===== src/rtl/serial_flow_cmp_add.sv =====
`default_nettype none
// serial_flow_cmp_add - CHANNELS LSB-first serial add/compare lanes framed by sof, per-frame mode. Rev 1.0
module serial_flow_cmp_add #(
   parameter int CHANNELS  = 4,
   parameter int FRAME_LEN = 8,
   parameter int CNT_W     = $clog2(FRAME_LEN)
) (
   input  logic                clk_pad,
   input  logic                rst_n_pad,
   input  logic                sof_pad,
   input  logic                in_valid_pad,
   input  logic                mode_pad,
   input  logic [CHANNELS-1:0] a_pad,
   input  logic [CHANNELS-1:0] b_pad,
   output logic [CHANNELS-1:0] sum_pad,
   output logic                sum_valid_pad,
   output logic [CHANNELS-1:0] ovf_pad,
   output logic [CHANNELS-1:0] eq_pad,
   output logic [CHANNELS-1:0] gt_pad,
   output logic                frame_done_pad,
   output logic                busy_pad
);
   localparam logic [CNT_W-1:0] LAST_CNT = CNT_W'(FRAME_LEN - 1);
   localparam logic [CNT_W-1:0] ONE_CNT  = CNT_W'(1);
   localparam logic             MODE_CMP = 1'b1;

   typedef enum logic [1:0] {
      IDLE = 2'd0,
      RUN  = 2'd1,
      DONE = 2'd2
   } state_t;

   state_t              state;
   state_t              state_nxt;
   logic [1:0]          rst_sync;
   logic                rst_n;
   logic                start;
   logic                step;
   logic                last;
   logic                frame_mode;
   logic                mode_q;
   logic [CNT_W-1:0]    cnt;
   logic [CHANNELS-1:0] carry;
   logic [CHANNELS-1:0] eqf;
   logic [CHANNELS-1:0] gtf;
   logic [CHANNELS-1:0] carry_nxt;
   logic [CHANNELS-1:0] eqf_nxt;
   logic [CHANNELS-1:0] gtf_nxt;
   logic [CHANNELS-1:0] sum_bit;

   // Reset asserts immediately from the pad, releases two clocks later.
   always_ff @(posedge clk_pad or negedge rst_n_pad) begin
      if (!rst_n_pad) begin
         rst_sync <= 2'b00;
      end else begin
         rst_sync <= {rst_sync[0], 1'b1};
      end
   end

   assign rst_n = rst_sync[1];

   // An accepted sof always restarts, aborting any frame in flight.
   assign start      = in_valid_pad & sof_pad;
   assign step       = start | (in_valid_pad & (state == RUN));
   assign last       = in_valid_pad & ~sof_pad & (state == RUN) & (cnt == LAST_CNT);
   assign frame_mode = start ? mode_pad : mode_q;
   assign busy_pad   = (state == RUN);

   always_ff @(posedge clk_pad or negedge rst_n) begin
      if (!rst_n) begin
         state <= IDLE;
      end else begin
         state <= state_nxt;
      end
   end

   always_comb begin
      state_nxt = state;
      case (state)
         IDLE:    if (start) state_nxt = RUN;
         RUN:     if (last)  state_nxt = DONE;
         DONE:    state_nxt = start ? RUN : IDLE;
         default: state_nxt = IDLE;
      endcase
   end

   for (genvar i = 0; i < CHANNELS; i++) begin : g_ch
      logic c_in;
      logic e_in;
      logic g_in;
      logic diff;

      assign c_in         = start ? 1'b0 : carry[i];
      assign e_in         = start ? 1'b1 : eqf[i];
      assign g_in         = start ? 1'b0 : gtf[i];
      assign diff         = a_pad[i] ^ b_pad[i];
      assign sum_bit[i]   = diff ^ c_in;
      assign carry_nxt[i] = (a_pad[i] & b_pad[i]) | (a_pad[i] & c_in) | (b_pad[i] & c_in);
      assign eqf_nxt[i]   = e_in & ~diff;
      // Later bits are more significant, so any differing bit overrides history.
      assign gtf_nxt[i]   = diff ? a_pad[i] : g_in;
   end

   always_ff @(posedge clk_pad or negedge rst_n) begin
      if (!rst_n) begin
         cnt            <= '0;
         mode_q         <= 1'b0;
         carry          <= '0;
         eqf            <= '0;
         gtf            <= '0;
         sum_pad        <= '0;
         sum_valid_pad  <= 1'b0;
         ovf_pad        <= '0;
         eq_pad         <= '0;
         gt_pad         <= '0;
         frame_done_pad <= 1'b0;
      end else begin
         if (start) begin
            mode_q <= mode_pad;
            cnt    <= ONE_CNT;
         end else if (step && !last) begin
            cnt <= cnt + ONE_CNT;
         end

         if (step) begin
            carry   <= carry_nxt;
            eqf     <= eqf_nxt;
            gtf     <= gtf_nxt;
            sum_pad <= (frame_mode == MODE_CMP) ? '0 : sum_bit;
         end

         sum_valid_pad  <= step & (frame_mode != MODE_CMP);
         frame_done_pad <= last;

         if (last) begin
            ovf_pad <= (mode_q == MODE_CMP) ? '0 : carry_nxt;
            eq_pad  <= eqf_nxt;
            gt_pad  <= gtf_nxt;
         end
      end
   end

endmodule
`default_nettype wire


===== config.mk =====
export PLATFORM = sky130hd
export DESIGN_NAME = serial_flow_cmp_add
export DESIGN_NICKNAME = d
export VERILOG_FILES = /design/src/rtl/serial_flow_cmp_add.sv
export SDC_FILE = /design/constraint.sdc
export NUM_CORES = 1
export LEC_CHECK = 0
export CORE_MARGIN = 4
export CORE_UTILIZATION = 35
export CTS_CLUSTER_SIZE = 12
export DETAILED_ROUTE_END_ITERATION = 10
export HOLD_SLACK_MARGIN = 0.08
export SLEW_MARGIN = 20
export SYNTH_ARGS = -nofsm -noshare
export SYNTH_HDL_FRONTEND = slang
export SYNTH_SLANG_ARGS = --single-unit

===== constraint.sdc =====
create_clock -name clk_pad -period 1.45 [get_ports clk_pad]
set_clock_uncertainty 0.05 [all_clocks]
set_input_delay 0.145 -clock clk_pad [delete_from_list [all_inputs] [get_ports clk_pad]]
set_output_delay 0.145 -clock clk_pad [all_outputs]
set_load 0.05 [all_outputs]

==> results of run 1 <==
[worst max-delay path, stage by stage, from the launching register on]
cell	delay [ps]
dfrtp_1	370
ha_2	200
ha_4	150
nand2_4	50
nor3_4	210
buf_6	190
mux2_4	300
[report_power, final]
part           switching (mW)  total, mW  internal (mW)
Sequential              0.248       1.59           1.35
Combinational            1.14       2.49           1.35
Clock                   0.343      0.709          0.366
[placed cells by master (no fill, tap or decap), types with 3 or more instances in the layout]
master,count
mux2_2,6
buf_4,31
o21ai_0,8
clkbuf_8,6
buf_6,6
nand2_1,11
buf_12,18
nor2_1,4
mux2_4,12
a22o_1,4
a21oi_1,8
o211ai_1,4
nand2b_1,5
dfrtp_1,38
clkdlybuf4s50_1,10
nor2b_1,5
ha_1,3
and2_1,3
[layout make-up]
type / instances / area (µm²)
Clock buffer: 6 / 82.58
Timing Repair Buffer: 68 / 788.3
Fill cell: 439 / 2237
Sequential cell: 38 / 950.9
Multi-Input combinational cell: 99 / 913.4
Tap cell: 70 / 87.58
Inverter: 2 / 15.01
[state kept, by name (all words and copies together) (netlist names)]
name	cells
carry	4
cnt	3
eq_pad	4
eqf	4
frame_done_pad	1
gt_pad	4
gtf	4
mode_q	1
ovf_pad	4
rst_sync	2
state	2
sum_pad	4
sum_valid_pad	1
[per-layer routing]
| layer | share of wire (%) | wire (µm) |
|---|---|---|
| met1 | 41 | 1719 |
| met2 | 51 | 2139 |
| met3 | 5.0 | 208 |
| met4 | 2.4 | 99 |
| met5 | 0 | 0 |
[metrics by stage]
stage,total power [mW],cells,setup TNS (ps),worst slack [ps]
after floorplan,2.799,144,-1760,-155.2
after global placement,3.886,272,-8434,-415.5
after detailed placement,3.964,272,-9676,-440.0
after CTS,4.780,281,-2445,-192.1
after global routing,5.036,283,-3569,-258.1
final,4.791,283,-2584,-197.4
[cell families (layout without fill, tap and decap cells)]
kind of cell | after synthesis | in the layout | synth area share (%)
adders and majority gates | 10 | 10 | 8.499
xor gates and xnor gates | 1 | 1 | 0.4799
DFF | 38 | 38 | 52.09
AOI/OAI and AO/OA | 30 | 30 | 10.83
muxes | 18 | 18 | 12.75
other | 1 | 1 | 0.2054
buffers and inverters | 7 | 76 | 2.947
and+or+nand+nor | 39 | 39 | 12.20
[timing repair]
| item | CTS | global route |
|---|---|---|
| setup endpoints to repair | 22 | 19 |
| resized for setup | 9 | 10 |
| setup buffers | 2 | 2 |
| hold endpoints to repair | 2 | 0 |
| hold buffers | 1 | 0 |
| pin swaps | 4 | 1 |
[worst paths after layout]
check / endpoint / slack (ps) / cells past startpoint / startpoint
setup / recovery: eq_pad[1] / -200 / 6 / cnt[0]
hold / removal: cnt[2] / 160 / 1 / rst_sync[1]
setup reg to reg: eq_pad[1] / -200 / 6 / cnt[0]
hold reg to reg: cnt[2] / 160 / 1 / rst_sync[1]
max in group asynchronous: rst_sync[0] / 730 / 2 / rst_n_pad
min in group clk_pad: rst_sync[1] / 310 / 0 / rst_sync[0]
==> impl_metrics.json, run 1 <==
{
  "grt_pass1_wl_mm": 7.086,
  "crit_type": "reg2reg",
  "clk_pin_slew_worst_paths_ps": 70,
  "grt-ovfl-total": 0,
  "drc_errors": 0,
  "diodes": 0,
  "grt_usage_pct": 14.22,
  "setup_ws_ps": -197.4,
  "rsz0062_at_grt": "true",
  "synth-edff-count": 0,
  "port_buffers": 31,
  "cp-end-kind": "flip-flop",
  "cts_tree": "built",
  "min_period_over_period_pct": 113.6,
  "drive_gt1_share_pct": 45.54,
  "wl_per_cell_um": 14.72,
  "ys_seq_area_share_pct": 52.09,
  "synth_top_cell_by_area": "dfrtp_1",
  "hpwl_mm": 3.187,
  "gp_congestion": 0.8627,
  "yosysWarnings": 0,
  "synth-async-reset-ratio_pct": 100.0,
  "leakage_nw": 1.277,
  "fmax_mhz": 607.0,
  "path_max_fanout": 7,
  "vdd.ir_drop.worst_v": 0.001000,
  "h-tree-depth": 2,
  "clock_path_buffers": 2,
  "synth_top_area_share_pct": 52.09,
  "vias": 1358,
  "route.antenna.remaining_nets": 0,
  "first_global_vias": 1576,
  "final_design_area_no_fill_um2": 2838,
  "die_w_um": 80.22,
  "final-max-slew-violation-count": 0,
  "synthTopCellsByArea": "dfrtp_1 (52%), mux2_4 (6.6%), mux2_2 (6.2%)",
  "dieHeight_um": 80.22,
  "timing.hold.ws_ps": 155.6,
  "cts_made_buffers": 5,
  "gr-usage-met3_pct": 4.596,
  "fin_nets": 237,
  "area_growth_pct": 55.45,
  "syn-cell-area_um2": 1826,
  "synth_common_cells": "dfrtp_1 (38), nand2_1 (13), mux2_2 (10)",
  "synthFlopType": "dfrtp_1",
  "hold_viol": 0,
  "timing.critical_path.required_ps": 1580,
  "detail_route.iter0.violations": 77,
  "clock-sinks": 38,
  "syn_inst": 144,
  "critPathLaunchType": "flip-flop",
  "min_period_ps": 1647,
  "fin_util_pct": 55.92,
  "maxCapViolations": 0,
  "placed_area_um2": 2639,
  "coreArea_um2": 5075,
  "synth.net_count": 167,
  "root_buffer": "clkbuf_8",
  "dieArea_um2": 6435,
  "viasPerCell": 4.799,
  "yosys_register_bits": 38,
  "outcome": "finished with violations",
  "drt_wl_total_mm": 4.167,
  "synth_cell_types": 31,
  "top_usage_layer": "met2",
  "cp.arrival_ps": 1770,
  "grt_use_met2_pct": 23.92,
  "antenna_found_initial": 0,
  "yosysMostFrequentCell": "dfrtp_1",
  "firstDrtPassIters": 4,
  "met1_usage_pct": 16.83,
  "syn_avg_cell_area_um2": 12.68,
  "grt_max_degree": 22,
  "violations": "setup timing",
  "start_util_pct": 35.97,
  "setup_viol": 14,
  "powerDensity_nw_per_um2": 1688,
  "worstSkewPairLatency_ps": 290,
  "rows": 26,
  "ioPinCount": 32,
  "hold_class": "reg2async"
}
Power figures use the tool's default switching activity.
==> inputs of run 2 (changes only) <==
- clock period: 1.45 -> 1.63 ns (I/O delays scaled with it)
==> impl_metrics.json, run 2 (synthesis results as in run 1) <==
{
  "detail_route.iter0.violations": 72,
  "fillers": 492,
  "violations": "setup timing",
  "hold_viol": 0,
  "h-tree-depth": 2,
  "placed_area_um2": 2295,
  "cp-end-kind": "flip-flop",
  "r2r_slack_ps": -50,
  "start_util_pct": 35.97,
  "firstDrtPassIters": 4,
  "antenna_found_initial": 0,
  "worstSkewPairLatency_ps": 280,
  "drt_wl_total_mm": 4.008,
  "hpwl_mm": 2.884,
  "dieHeight_um": 80.22,
  "dp.cells": 258,
  "coreArea_um2": 5075,
  "maxCapViolations": 0,
  "pwr-share-clk_pct": 17.6,
  "ioPinCount": 32,
  "p_comb_share_pct": 45.2,
  "timing.setup.tns_ps": -51.30,
  "preCtsSetupSlack_ps": -335.9,
  "final_cell_mix": "dfrtp_1 (38), buf_4 (37), mux2_4 (12)",
  "grt_pass1_wl_mm": 6.782,
  "first_global_vias": 1432,
  "powerDensity_nw_per_um2": 1479,
  "vias": 1269,
  "clock_path_buffers": 2,
  "gp_congestion": 0.7674,
  "route.antenna.remaining_nets": 0,
  "grt-ovfl-total": 0,
  "min_period_ps": 1681,
  "final_design_area_no_fill_um2": 2470,
  "diodes": 0,
  "drive_gt1_share_pct": 38.00,
  "clk_pin_slew_worst_paths_ps": 70,
  "switching_share_pct": 38.20,
  "outcome": "finished with violations",
  "area_growth_pct": 35.30,
  "drc_errors": 0,
  "fin_nets": 222,
  "grt_max_degree": 37,
  "wl_per_cell_um": 14.84,
  "grt_usage_pct": 13.59,
  "path_max_fanout": 3,
  "crit_type": "reg2reg",
  "vdd.ir_drop.worst_v": 0.0007184,
  "viasPerCell": 4.700,
  "root_buffer": "clkbuf_8",
  "leakage_nw": 1.162,
  "critPathLaunchType": "flip-flop",
  "timing.critical_path.required_ps": 1780,
  "ff2ff_path_depth": 5,
  "timing.hold.ws_ps": 240.7,
  "setup_ws_ps": -51.30,
  "hold_class": "reg2async",
  "cp.arrival_ps": 1830,
  "port_buffers": 31,
  "p_total_mw": 3.654,
  "clock-sinks": 38,
  "cts_made_buffers": 5,
  "p_switching_mw": 1.396,
  "seq_power_share_pct": 37.2,
  "setup_viol": 1,
  "fmax_mhz": 594.8,
  "fin_util_pct": 48.67,
  "dieArea_um2": 6435,
  "die_w_um": 80.22,
  "rsz0062_at_grt": "true",
  "rows": 26,
  "min_period_over_period_pct": 103.1,
  "internal_power_mw": 2.258,
  "cts_tree": "built",
  "final_cells": 270,
  "final_common_cell": "dfrtp_1",
  "final-max-slew-violation-count": 0
}
-- run 2: cell count changes in the layout (fill, tap and decap cells not counted), sizes merged --
cell,previous run,this run
clkinv,0,1
dlymetal6s2s,0,2
dlygate4sd2,2,0
buf,55,40
clkbuf,6,7
-- run 2: final cells by class --
type                       instances  area (µm²)  area share (%)
clock buffer                       7       86.33           3.495
clock inverter                     1       5.005          0.2026
inverter                           2       7.507          0.3040
multi-input combinational         99       877.1           35.51
sequential                        38       950.9           38.50
tap                               70       87.58           3.546
timing repair buffer              53       455.4           18.44
-- run 2: worst paths after layout --
check                             from        endpoint
setup / recovery                cnt[0]          cnt[1]
hold / removal             rst_sync[1]  frame_done_pad
setup reg to reg                cnt[0]          cnt[1]
hold reg to reg            rst_sync[1]  frame_done_pad
max in group asynchronous    rst_n_pad     rst_sync[0]
min in group clk_pad           sof_pad          cnt[0]
-- run 2: power groups by stage --
stage | registers, mW | logic, mW | clock network (mW)
floorplan | 1.77 | 0.650 | 0
global placement | 1.36 | 1.55 | 0
detailed placement | 1.37 | 1.59 | 0
CTS | 1.36 | 1.68 | 0.673
global route | 1.39 | 1.77 | 0.708
finish | 1.36 | 1.65 | 0.644
-- run 2: worst max-delay path, stage by stage, from the launching register on --
cell	delay, ps
dfrtp_1	400
ha_2	190
ha_4	170
or3b_4	390
mux2_2	290
o22ai_2	110
-- run 2: layer usage --
layer	GRT usage, %	share of wire, %
met1	18.21	46
met2	22.27	49
met3	3.587	4.6
met4	2.534	0.10
met5	0	0
-- run 2: timing repair --
action | in CTS | in global routing
hold buffers | 1 | 0
endpoints found under the hold margin | 2 | 0
buffers inserted | 4 | 0
endpoints found under the setup margin | 14 | 14
pin swaps | 1 | 1
cloned | 1 | 0
resized for setup | 14 | 4
